<file path="config.mk">
export PLATFORM = sky130hd
export DESIGN_NAME = display_page_sequencer
export DESIGN_NICKNAME = d
export VERILOG_FILES = /design/src/rtl/display_pkg.sv /design/src/rtl/display_page_sequencer_scan_prescaler.sv /design/src/rtl/display_page_sequencer.sv
export SDC_FILE = /design/constraint.sdc
export NUM_CORES = 1
export LEC_CHECK = 0
export CORE_ASPECT_RATIO = 1.25
export CORE_MARGIN = 2
export CORE_UTILIZATION = 49
export DETAILED_ROUTE_END_ITERATION = 6
export GPL_TIMING_DRIVEN = 0
export PLACE_DENSITY = 0.72
export SETUP_SLACK_MARGIN = 0.02
export SYNTH_ARGS = -nofsm -noshare
export SYNTH_HDL_FRONTEND = slang
export SYNTH_SLANG_ARGS = --single-unit
</file>
<file path="constraint.sdc">
create_clock -name clock -period 2.9 [get_ports clock]
set_input_delay 0.58 -clock clock [delete_from_list [all_inputs] [get_ports clock]]
set_output_delay 0.58 -clock clock [all_outputs]
set_load 0.01 [all_outputs]
</file>
<file path="src/rtl/display_pkg.sv">
// Shared types and helpers for the seven-segment display blocks.
package display_pkg;

  typedef enum logic [1:0] {
    PAGE_AB   = 2'd0,
    PAGE_SUM  = 2'd1,
    PAGE_DIFF = 2'd2
  } page_t;

  typedef logic [1:0] digit_idx_t;

  localparam logic [3:0] ANODE_IDLE = 4'b1111;

  // Active-low anode for a digit index; idx 0 is the rightmost digit.
  function automatic logic [3:0] anode_of(input digit_idx_t idx);
    return ANODE_IDLE ^ (4'b0001 << idx);
  endfunction

endpackage

</file>
<file path="src/rtl/display_page_sequencer_scan_prescaler.sv">
// Free-running scan prescaler: one-cycle tick every 2^SCAN_BITS clocks.
module scan_prescaler #(
  parameter int SCAN_BITS = 17
) (
  input  logic clock,
  input  logic reset,
  output logic tick
);

  logic [SCAN_BITS-1:0] count_r;

  // Wrapping clock counter.
  always_ff @(posedge clock or posedge reset) begin
    if (reset) begin
      count_r <= '0;
    end else begin
      count_r <= count_r + SCAN_BITS'(1);
    end
  end

  assign tick = &count_r;

endmodule

</file>
<file path="src/rtl/display_page_sequencer.sv">
// Scans the four-digit display and steps between the AB, SUM and DIFF pages
// on a button edge or after an auto-dwell period, always at frame boundaries.
module display_page_sequencer
  import display_pkg::*;
#(
  parameter int SCAN_BITS    = 17,
  parameter int DWELL_FRAMES = 256
) (
  input  logic       clock,
  input  logic       reset,
  input  logic [3:0] A,
  input  logic [3:0] B,
  input  logic       advance,
  input  logic       auto_en,
  output logic [3:0] an,
  output logic [3:0] digit,
  output logic       blank,
  output logic [1:0] page
);

  localparam int DW = $clog2(DWELL_FRAMES);
  localparam logic [DW-1:0] DWELL_LAST = DW'(DWELL_FRAMES - 1);

  logic          tick_s;
  digit_idx_t    idx_r;
  digit_idx_t    idx_next_s;
  page_t         page_r;
  page_t         page_next_s;
  logic [3:0]    a_snap_r;
  logic [3:0]    b_snap_r;
  logic          pending_r;
  logic          adv_prev_r;
  logic [DW-1:0] dwell_r;
  logic          frame_end_s;
  logic          adv_rise_s;
  logic          dwell_done_s;
  logic          page_illegal_s;
  logic          page_step_s;
  logic [3:0]    a_view_s;
  logic [3:0]    b_view_s;
  logic [4:0]    sum_s;
  logic [3:0]    diff_s;
  logic          borrow_s;
  logic          blank_next_s;
  logic [3:0]    digit_next_s;

  scan_prescaler #(.SCAN_BITS(SCAN_BITS)) u_prescaler (
    .clock (clock),
    .reset (reset),
    .tick  (tick_s)
  );

  assign idx_next_s     = idx_r + 2'd1;
  assign frame_end_s    = tick_s && (idx_r == 2'd3);
  assign adv_rise_s     = advance && !adv_prev_r;
  assign dwell_done_s   = auto_en && (dwell_r == DWELL_LAST);
  assign page_illegal_s = (page_r != PAGE_AB) && (page_r != PAGE_SUM) && (page_r != PAGE_DIFF);
  assign page_step_s    = frame_end_s && (pending_r || dwell_done_s || page_illegal_s);

  // The frame-start digit must already show the freshly snapshotted operands.
  assign a_view_s = frame_end_s ? A : a_snap_r;
  assign b_view_s = frame_end_s ? B : b_snap_r;
  assign sum_s    = {1'b0, a_view_s} + {1'b0, b_view_s};
  assign diff_s   = a_view_s - b_view_s;
  assign borrow_s = a_view_s < b_view_s;

  // Page state register.
  always_ff @(posedge clock or posedge reset) begin
    if (reset) begin
      page_r <= PAGE_AB;
    end else begin
      page_r <= page_next_s;
    end
  end

  // Page next-state: rotate on a qualified frame boundary; illegal code recovers to AB.
  always_comb begin
    page_next_s = page_r;
    if (page_step_s) begin
      case (page_r)
        PAGE_AB:   page_next_s = PAGE_SUM;
        PAGE_SUM:  page_next_s = PAGE_DIFF;
        PAGE_DIFF: page_next_s = PAGE_AB;
        default:   page_next_s = PAGE_AB;
      endcase
    end else begin
      page_next_s = page_r;
    end
  end

  // Content mux for the digit about to be selected.
  always_comb begin
    blank_next_s = 1'b1;
    digit_next_s = 4'd0;
    case (page_next_s)
      PAGE_AB: begin
        case (idx_next_s)
          2'd0:    begin blank_next_s = 1'b0; digit_next_s = b_view_s; end
          2'd3:    begin blank_next_s = 1'b0; digit_next_s = a_view_s; end
          default: begin blank_next_s = 1'b1; digit_next_s = 4'd0;     end
        endcase
      end
      PAGE_SUM: begin
        case (idx_next_s)
          2'd0:    begin blank_next_s = 1'b0; digit_next_s = sum_s[3:0];        end
          2'd1:    begin blank_next_s = 1'b0; digit_next_s = {3'b000, sum_s[4]}; end
          default: begin blank_next_s = 1'b1; digit_next_s = 4'd0;              end
        endcase
      end
      PAGE_DIFF: begin
        case (idx_next_s)
          2'd0:    begin blank_next_s = 1'b0; digit_next_s = diff_s;              end
          2'd1:    begin blank_next_s = 1'b0; digit_next_s = {3'b000, borrow_s};  end
          default: begin blank_next_s = 1'b1; digit_next_s = 4'd0;                end
        endcase
      end
      default: begin
        blank_next_s = 1'b1;
        digit_next_s = 4'd0;
      end
    endcase
  end

  // Scan position and registered display outputs, updated on each tick.
  always_ff @(posedge clock or posedge reset) begin
    if (reset) begin
      idx_r <= 2'd0;
      an    <= 4'b1110;
      digit <= 4'd0;
      blank <= 1'b0;
    end else if (tick_s) begin
      idx_r <= idx_next_s;
      an    <= anode_of(idx_next_s);
      digit <= digit_next_s;
      blank <= blank_next_s;
    end else begin
      idx_r <= idx_r;
      an    <= an;
      digit <= digit;
      blank <= blank;
    end
  end

  // Operand snapshot at frame start, button edge detect, pending request and dwell timer.
  always_ff @(posedge clock or posedge reset) begin
    if (reset) begin
      a_snap_r   <= 4'd0;
      b_snap_r   <= 4'd0;
      adv_prev_r <= 1'b0;
      pending_r  <= 1'b0;
      dwell_r    <= '0;
    end else begin
      adv_prev_r <= advance;
      if (frame_end_s) begin
        a_snap_r <= A;
        b_snap_r <= B;
      end else begin
        a_snap_r <= a_snap_r;
        b_snap_r <= b_snap_r;
      end
      if (page_step_s) begin
        pending_r <= 1'b0;
      end else if (adv_rise_s) begin
        pending_r <= 1'b1;
      end else begin
        pending_r <= pending_r;
      end
      if (!auto_en || adv_rise_s || page_step_s) begin
        dwell_r <= '0;
      end else if (frame_end_s) begin
        dwell_r <= dwell_r + DW'(1);
      end else begin
        dwell_r <= dwell_r;
      end
    end
  end

  assign page = page_r;

endmodule

</file>
### After elaboration in Yosys (flattened, before gate mapping)

Cells that the tools add are included.

* register bits after elaboration: 48

* reduce and logical (&&, ||, !) cells: 22
* bitwise operators: 1
* eq/ne operators: 9
* muxes and demuxes: 15
* magnitude comparators: 1
* add/sub/neg operators: 5
* shift operators: 1

Operators by type and width (number)
* case mux 4 bit (2 select lines): 3
* adder 17 x 1 -> 17 bit, second input constant: 1
* AND reduction 17 bit: 1
* 2-to-1 mux 8 bit: 2
* case mux 4 bit (3 select lines): 1
* adder 8 x 1 -> 8 bit, second input constant: 1
* == test 8 bit, second input constant: 1
* 2-to-1 mux 4 bit: 2
* == test 2 x 1 -> 1 bit, second input constant: 3
* == test 2 bit, second input constant: 3
* logical AND 1 bit: 6
* logical NOT 2 bit: 3
* nonzero test 2 bit: 3
* OR reduction 2 bit: 3
* adder 4 x 4 -> 5 bit: 1
* logical OR 1 bit: 4
* less-than comparator 4 bit: 1
* 2-to-1 mux 1 bit: 4
* inverter 4 bit: 1
* case mux 2 bit (2 select lines): 1
* << shifter 1 x 2 -> 4 bit, first input constant: 1
* subtractor 4 bit: 1
* adder 2 x 1 -> 2 bit, second input constant: 1
* logical NOT 1 bit: 2
* other kinds (4): 4

### Logic depth before layout (Yosys ltp)

* word-level depth: 9
* mapped depth: 16
* gate-level depth less buffers: 16

### Hierarchy

Synthesis repeated with hierarchy kept, for this count alone.

* cell total of the unflattened synthesis: 249
* area, all modules: 2680.1 sq um

By module, submodules not included
* display_page_sequencer: area an instance 1875.5 sq um, seq. area each 779.5 sq um, cells each 185, instances 1
* scan_prescaler: area an instance 804.5 sq um, seq. area each 425.4 sq um, cells each 64, instances 1

### Least setup slack after synthesis

No wires, ideal clock.

* path type: reg-to-reg
* start: register u_prescaler.count_r[0]
* end: register digit[2]
* cell stages (with the launch flop): 16
* arrival: 3.039 ns
* period minus slack after synthesis: 3.126 ns
* buffers on the path: 1
* setup slack: -0.226 ns
* setup time: 0.087 ns
* cells stage by stage: dfrtp_1 -> ha_1 -> nand3_1 -> nor2_1 -> and3_1 -> ha_1 -> and2_4 -> buf_6 -> mux2_2 -> ha_1 -> fa_1 -> xor2_1 -> a22oi_1 -> o31ai_1 -> a21oi_1 -> a211oi_2

* longest elaborated chain between the ends: 6
* elaborated cells between the ends (all ways): 15

Ends and longest elaborated chain
* start: declaration: RTL line display_page_sequencer_scan_prescaler.sv:10 `logic [SCAN_BITS-1:0] count_r;`
* start signal: assignment: RTL line display_page_sequencer_scan_prescaler.sv:17 `count_r <= count_r + SCAN_BITS'(1);`
* AND reduction 17 bit (*): RTL line display_page_sequencer_scan_prescaler.sv:21 `assign tick = &count_r;`
* via tick_s: RTL line display_page_sequencer.sv:24 `logic tick_s;`
* logical AND 1 bit (*): RTL line display_page_sequencer.sv:54 `assign frame_end_s = tick_s && (idx_r == 2'd3);`
* 2-to-1 mux 4 bit (*)
* via b_view_s[0]: RTL line display_page_sequencer.sv:40 `logic [3:0] b_view_s;`
* subtractor 4 bit or adder 4 x 4 -> 5 bit (tied branches): RTL line display_page_sequencer.sv:64, display_page_sequencer.sv:63
* case mux 4 bit (2 select lines), on equally long branches: RTL line display_page_sequencer.sv:111, display_page_sequencer.sv:104
* case mux 4 bit (3 select lines) (*): RTL line display_page_sequencer.sv:95 `case (page_next_s)`
* end signal: assignment: RTL line display_page_sequencer.sv:134 `digit <= digit_next_s;`
* end signal: assignment: RTL line display_page_sequencer.sv:139 `digit <= digit;`
* end: declaration: RTL line display_page_sequencer.sv:16 `output logic [3:0] digit,`

Mark *: on every way through the listed nets, which the timed path passes. The rest lies on a longest branch.
A chain may end at the register's enable or synchronous reset.

### Final worst setup path

* start: register u_prescaler.count_r[8]
* end: register digit[2]

Same word-level chain as after synthesis.

==> flow_summary.json <==
{
  "fin_crit_sh_pct": 105,
  "cp_num_buf_inv": 1,
  "relSlewSlack_pct": 67.5,
  "p_total_w": 0.00126,
  "rows": 29,
  "synth.avg_cell_area_sq_um": 10.9,
  "tritoncts": "built",
  "cp-end-kind": "register",
  "insertedDiodeCount": 0,
  "cts.sink_count": 48,
  "root_buffer": "clkbuf_8",
  "die_area_sq_um": 5770,
  "via_count": 1847,
  "leakage_nw": 1.51,
  "coreArea_sq_um": 5040,
  "stdcell_count": 348,
  "ir_worst_vdd_uv": 253,
  "synth_area_leaders": "dfrtp_1 (44%), ha_1 (9.4%), xnor2_1 (5.9%)",
  "whs_path_depth": 2,
  "syn_to_final_growth_pct": 31.9,
  "yosysTopAreaCellShare_pct": 44.4,
  "grt.overflow.total": 0,
  "slew_viol_final": 0,
  "violations": "setup timing",
  "cpPeakStageDelay_ns": 0.40,
  "worst_slew_pin_slew_ns": 0.488,
  "synth-main-ff-cell": "dfrtp_1",
  "min_to": "an[2]",
  "r2r_end": "digit[2]",
  "die-width_um": 68.4,
  "fillers": 400,
  "syn-num-nets": 265,
  "cts_hold_buf": 0,
  "drive_above_1_share_pct": 27.6,
  "synth_area_sq_um": 2540,
  "r2r_slack_ns": -0.14,
  "cap_violations": 0,
  "yosys.area.top_type": "dfrtp_1",
  "start_util_pct": 50.3,
  "cts_max_path_buffers": 2,
  "crit_family": "simple AND/OR/NAND/NOR gates",
  "cp-start-kind": "register",
  "first_iter_violations": 64,
  "stdcell_area_sq_um": 3350,
  "slowest_stage": "dfrtp_1",
  "dp_hpwl_um": 3540,
  "worstPathArrival_ns": 3.21,
  "ys_top_cells_by_count": "dfrtp_1 (45), inv_1 (20), ha_1 (19), nor2_1 (17), xnor2_1 (17)",
  "gp_congestion": 0.863,
  "place_area_sq_um": 2880,
  "grt.total_usage_pct": 19.8,
  "worstRegToRegCells": 15,
  "die_y_um": 84.4,
  "grt_max_degree": 33,
  "hold_viol": 0,
  "viasPerCell": 5.31,
  "synth.yosys.seq_area_share_pct": 47.5,
  "synth_edf_count": 0,
  "antenna_found_initial": 0,
  "crit_required_ns": 3.07,
  "rr_startpoint": "u_prescaler.count_r[8]",
  "ant_nets": 0,
  "hold_path.class": "reg -> reg",
  "fin_util_pct": 66.3,
  "clock-skew-final_ns": 0.00410,
  "setup_slack_ns": -0.139,
  "synth_warnings": 0,
  "clk-insertion-delay-late_ns": 0.31,
  "hold_path_startpoint": "an[2]",
  "grt_pass1_wl_um": 8740,
  "htree_levels": 2,
  "totalWireLength_um": 5350,
  "ys_ff_latch": 48,
  "async_reset_ff_share_pct": 100,
  "wl_per_cell_um": 15.4,
  "finalSetupViolCount": 4,
  "layout.nets": 318,
  "synth.distinct_cells": 44,
  "yosys.cell_count.top_type": "dfrtp_1",
  "final.min_clock_period_ns": 3.04,
  "first_pass_iters": 4,
  "path_max_fanout": 6,
  "first_global_vias": 1907,
  "io_buffers": 22,
  "cts-buffers-inserted": 5,
  "dp_cells": 317,
  "rsz0062_at_grt": "true",
  "fmax_mhz": 329,
  "power_density_nw_per_um2": 377,
  "io_pins": 23,
  "outcome": "finished with violations",
  "crit_chain": "and3_4 > nand3_4 > nor2_4 > and3_4 > ha_4 > and2_4 > buf_8 > mux2_4 > ha_4 > fa_2 > xor2_1 > a22oi_1 > o31ai_1 > a21oi_1 > a211oi_2",
  "synthCells": 232,
  "crit_type": "reg -> reg",
  "drc_errors": 0,
  "path_clk_slew_ns": 0.09
}
-- state kept, by name, indices dropped and copies added, names as in the netlist --
signal               flops
digit                    4
b_snap_r                 4
adv_prev_r               1
blank                    1
a_snap_r                 4
idx_r                    2
u_prescaler.count_r     17
pending_r                1
dwell_r                  8
page                     2
an                       4
-- layer usage --
metal	wire (um)	up-vias	share of wire [%]	global-route usage [%]
met5	0	-	0	0
met4	52	0	0.97	4.36
met3	183	4	3.4	4.29
met2	2900	22	54	34.8
met1	2210	919	41	24.4
li1	-	902	-	-
-- worst max path at each step --
| stage | end | slack, ns | depth (start not counted) | startpoint |
|---|---|---|---|---|
| 2_1_floorplan | digit[2] | -0.05 | 15 | u_prescaler.count_r[3] |
| 3_3_place_gp | digit[2] | -0.33 | 15 | u_prescaler.count_r[3] |
| 3_5_place_dp | digit[2] | -0.36 | 15 | u_prescaler.count_r[3] |
| 4_1_cts | digit[1] | -0.16 | 16 | u_prescaler.count_r[6] |
| 5_1_grt | digit[1] | -0.29 | 16 | u_prescaler.count_r[8] |
| 6_report | digit[2] | -0.14 | 15 | u_prescaler.count_r[8] |
-- layout by cell type (no fill, tap or decap), types with 2 or more instances in the layout --
| master | netlist | layout |
|---|---|---|
| a21o_1 | 2 | 2 |
| a21oi_1 | 10 | 10 |
| a22oi_1 | 5 | 4 |
| a31oi_1 | 2 | 2 |
| and3_1 | 7 | 5 |
| and3_4 | 0 | 2 |
| and4_4 | 1 | 2 |
| buf_4 | 0 | 24 |
| clkbuf_8 | 0 | 7 |
| clkdlybuf4s50_1 | 0 | 22 |
| dfrtp_1 | 45 | 45 |
| dfstp_2 | 3 | 3 |
| fa_2 | 0 | 2 |
| ha_1 | 19 | 12 |
| ha_4 | 0 | 6 |
| inv_1 | 20 | 15 |
| inv_2 | 0 | 5 |
| mux2_2 | 8 | 6 |
| mux2_4 | 1 | 3 |
| mux2i_1 | 5 | 3 |
| mux2i_4 | 0 | 2 |
| nand2_1 | 13 | 12 |
| nand2b_1 | 3 | 2 |
| nand3_1 | 12 | 10 |
| nor2_1 | 17 | 16 |
| nor2b_1 | 2 | 2 |
| o21ai_1 | 1 | 2 |
| o21bai_1 | 2 | 2 |
| o31ai_1 | 4 | 4 |
| or3_1 | 2 | 2 |
| xnor2_1 | 17 | 17 |
| xor2_1 | 9 | 9 |
-- stage by stage --
| step | setup slack (ns) | hold slack (ns) | TNS, ns |
|---|---|---|---|
| 2_1_floorplan | -0.0525 | 0.437 | -0.102 |
| 3_3_place_gp | -0.331 | 0.453 | -1.15 |
| 3_5_place_dp | -0.358 | 0.458 | -1.31 |
| 4_1_cts | -0.161 | 0.475 | -0.473 |
| 5_1_grt | -0.292 | 0.495 | -1.12 |
| 6_report | -0.139 | 0.470 | -0.401 |
-- kinds of logic (layout without fill, tap and decap cells) --
kind of cell | after synthesis | after routing | share of synthesized area [%]
simple gates | 62 | 62 | 12.1
flops | 48 | 48 | 47.5
compound gates | 37 | 37 | 10.5
xor+xnor | 26 | 26 | 8.98
buf+inv | 24 | 78 | 3.90
fa+ha+maj | 21 | 21 | 11.0
mux | 14 | 14 | 6.12
-- what timing repair did --
item,in CTS,in global routing
setup buffers,18,6
endpoints found under the setup margin,5,5
pin swaps,14,11
resized for setup,25,8
-- area by class of cell --
class | count | area, sq um | share of cell area [%]
clock inverter | 1 | 30.0 | 0.898
tap | 62 | 77.6 | 2.32
inverter | 20 | 75.1 | 2.24
timing repair buffer | 47 | 420 | 12.6
multi-input combinational | 160 | 1420 | 42.4
buffer | 3 | 23.8 | 0.711
clock buffer | 7 | 96.3 | 2.88
sequential | 48 | 1200 | 36.0
-- worst reg2reg max path, stage by stage (launching register included) --
cell	delay [ns]
dfrtp_1	0.40
and3_4	0.22
nand3_4	0.09
nor2_4	0.13
and3_4	0.19
ha_4	0.13
and2_4	0.14
buf_8	0.11
mux2_4	0.34
ha_4	0.17
fa_2	0.34
xor2_1	0.15
a22oi_1	0.19
o31ai_1	0.09
a21oi_1	0.17
a211oi_2	0.05
-- report_power, final --
part	leakage, nW	switching (W)	total, W	internal, W
clock	0.0645	0.000229	0.000534	0.000304
sequential	0.610	0.00000144	0.000673	0.000672
combinational	0.838	0.0000288	0.0000532	0.0000245
total	1.51	0.000259	0.00126	0.00100
Note: power is estimated with default switching activity, not from simulation.
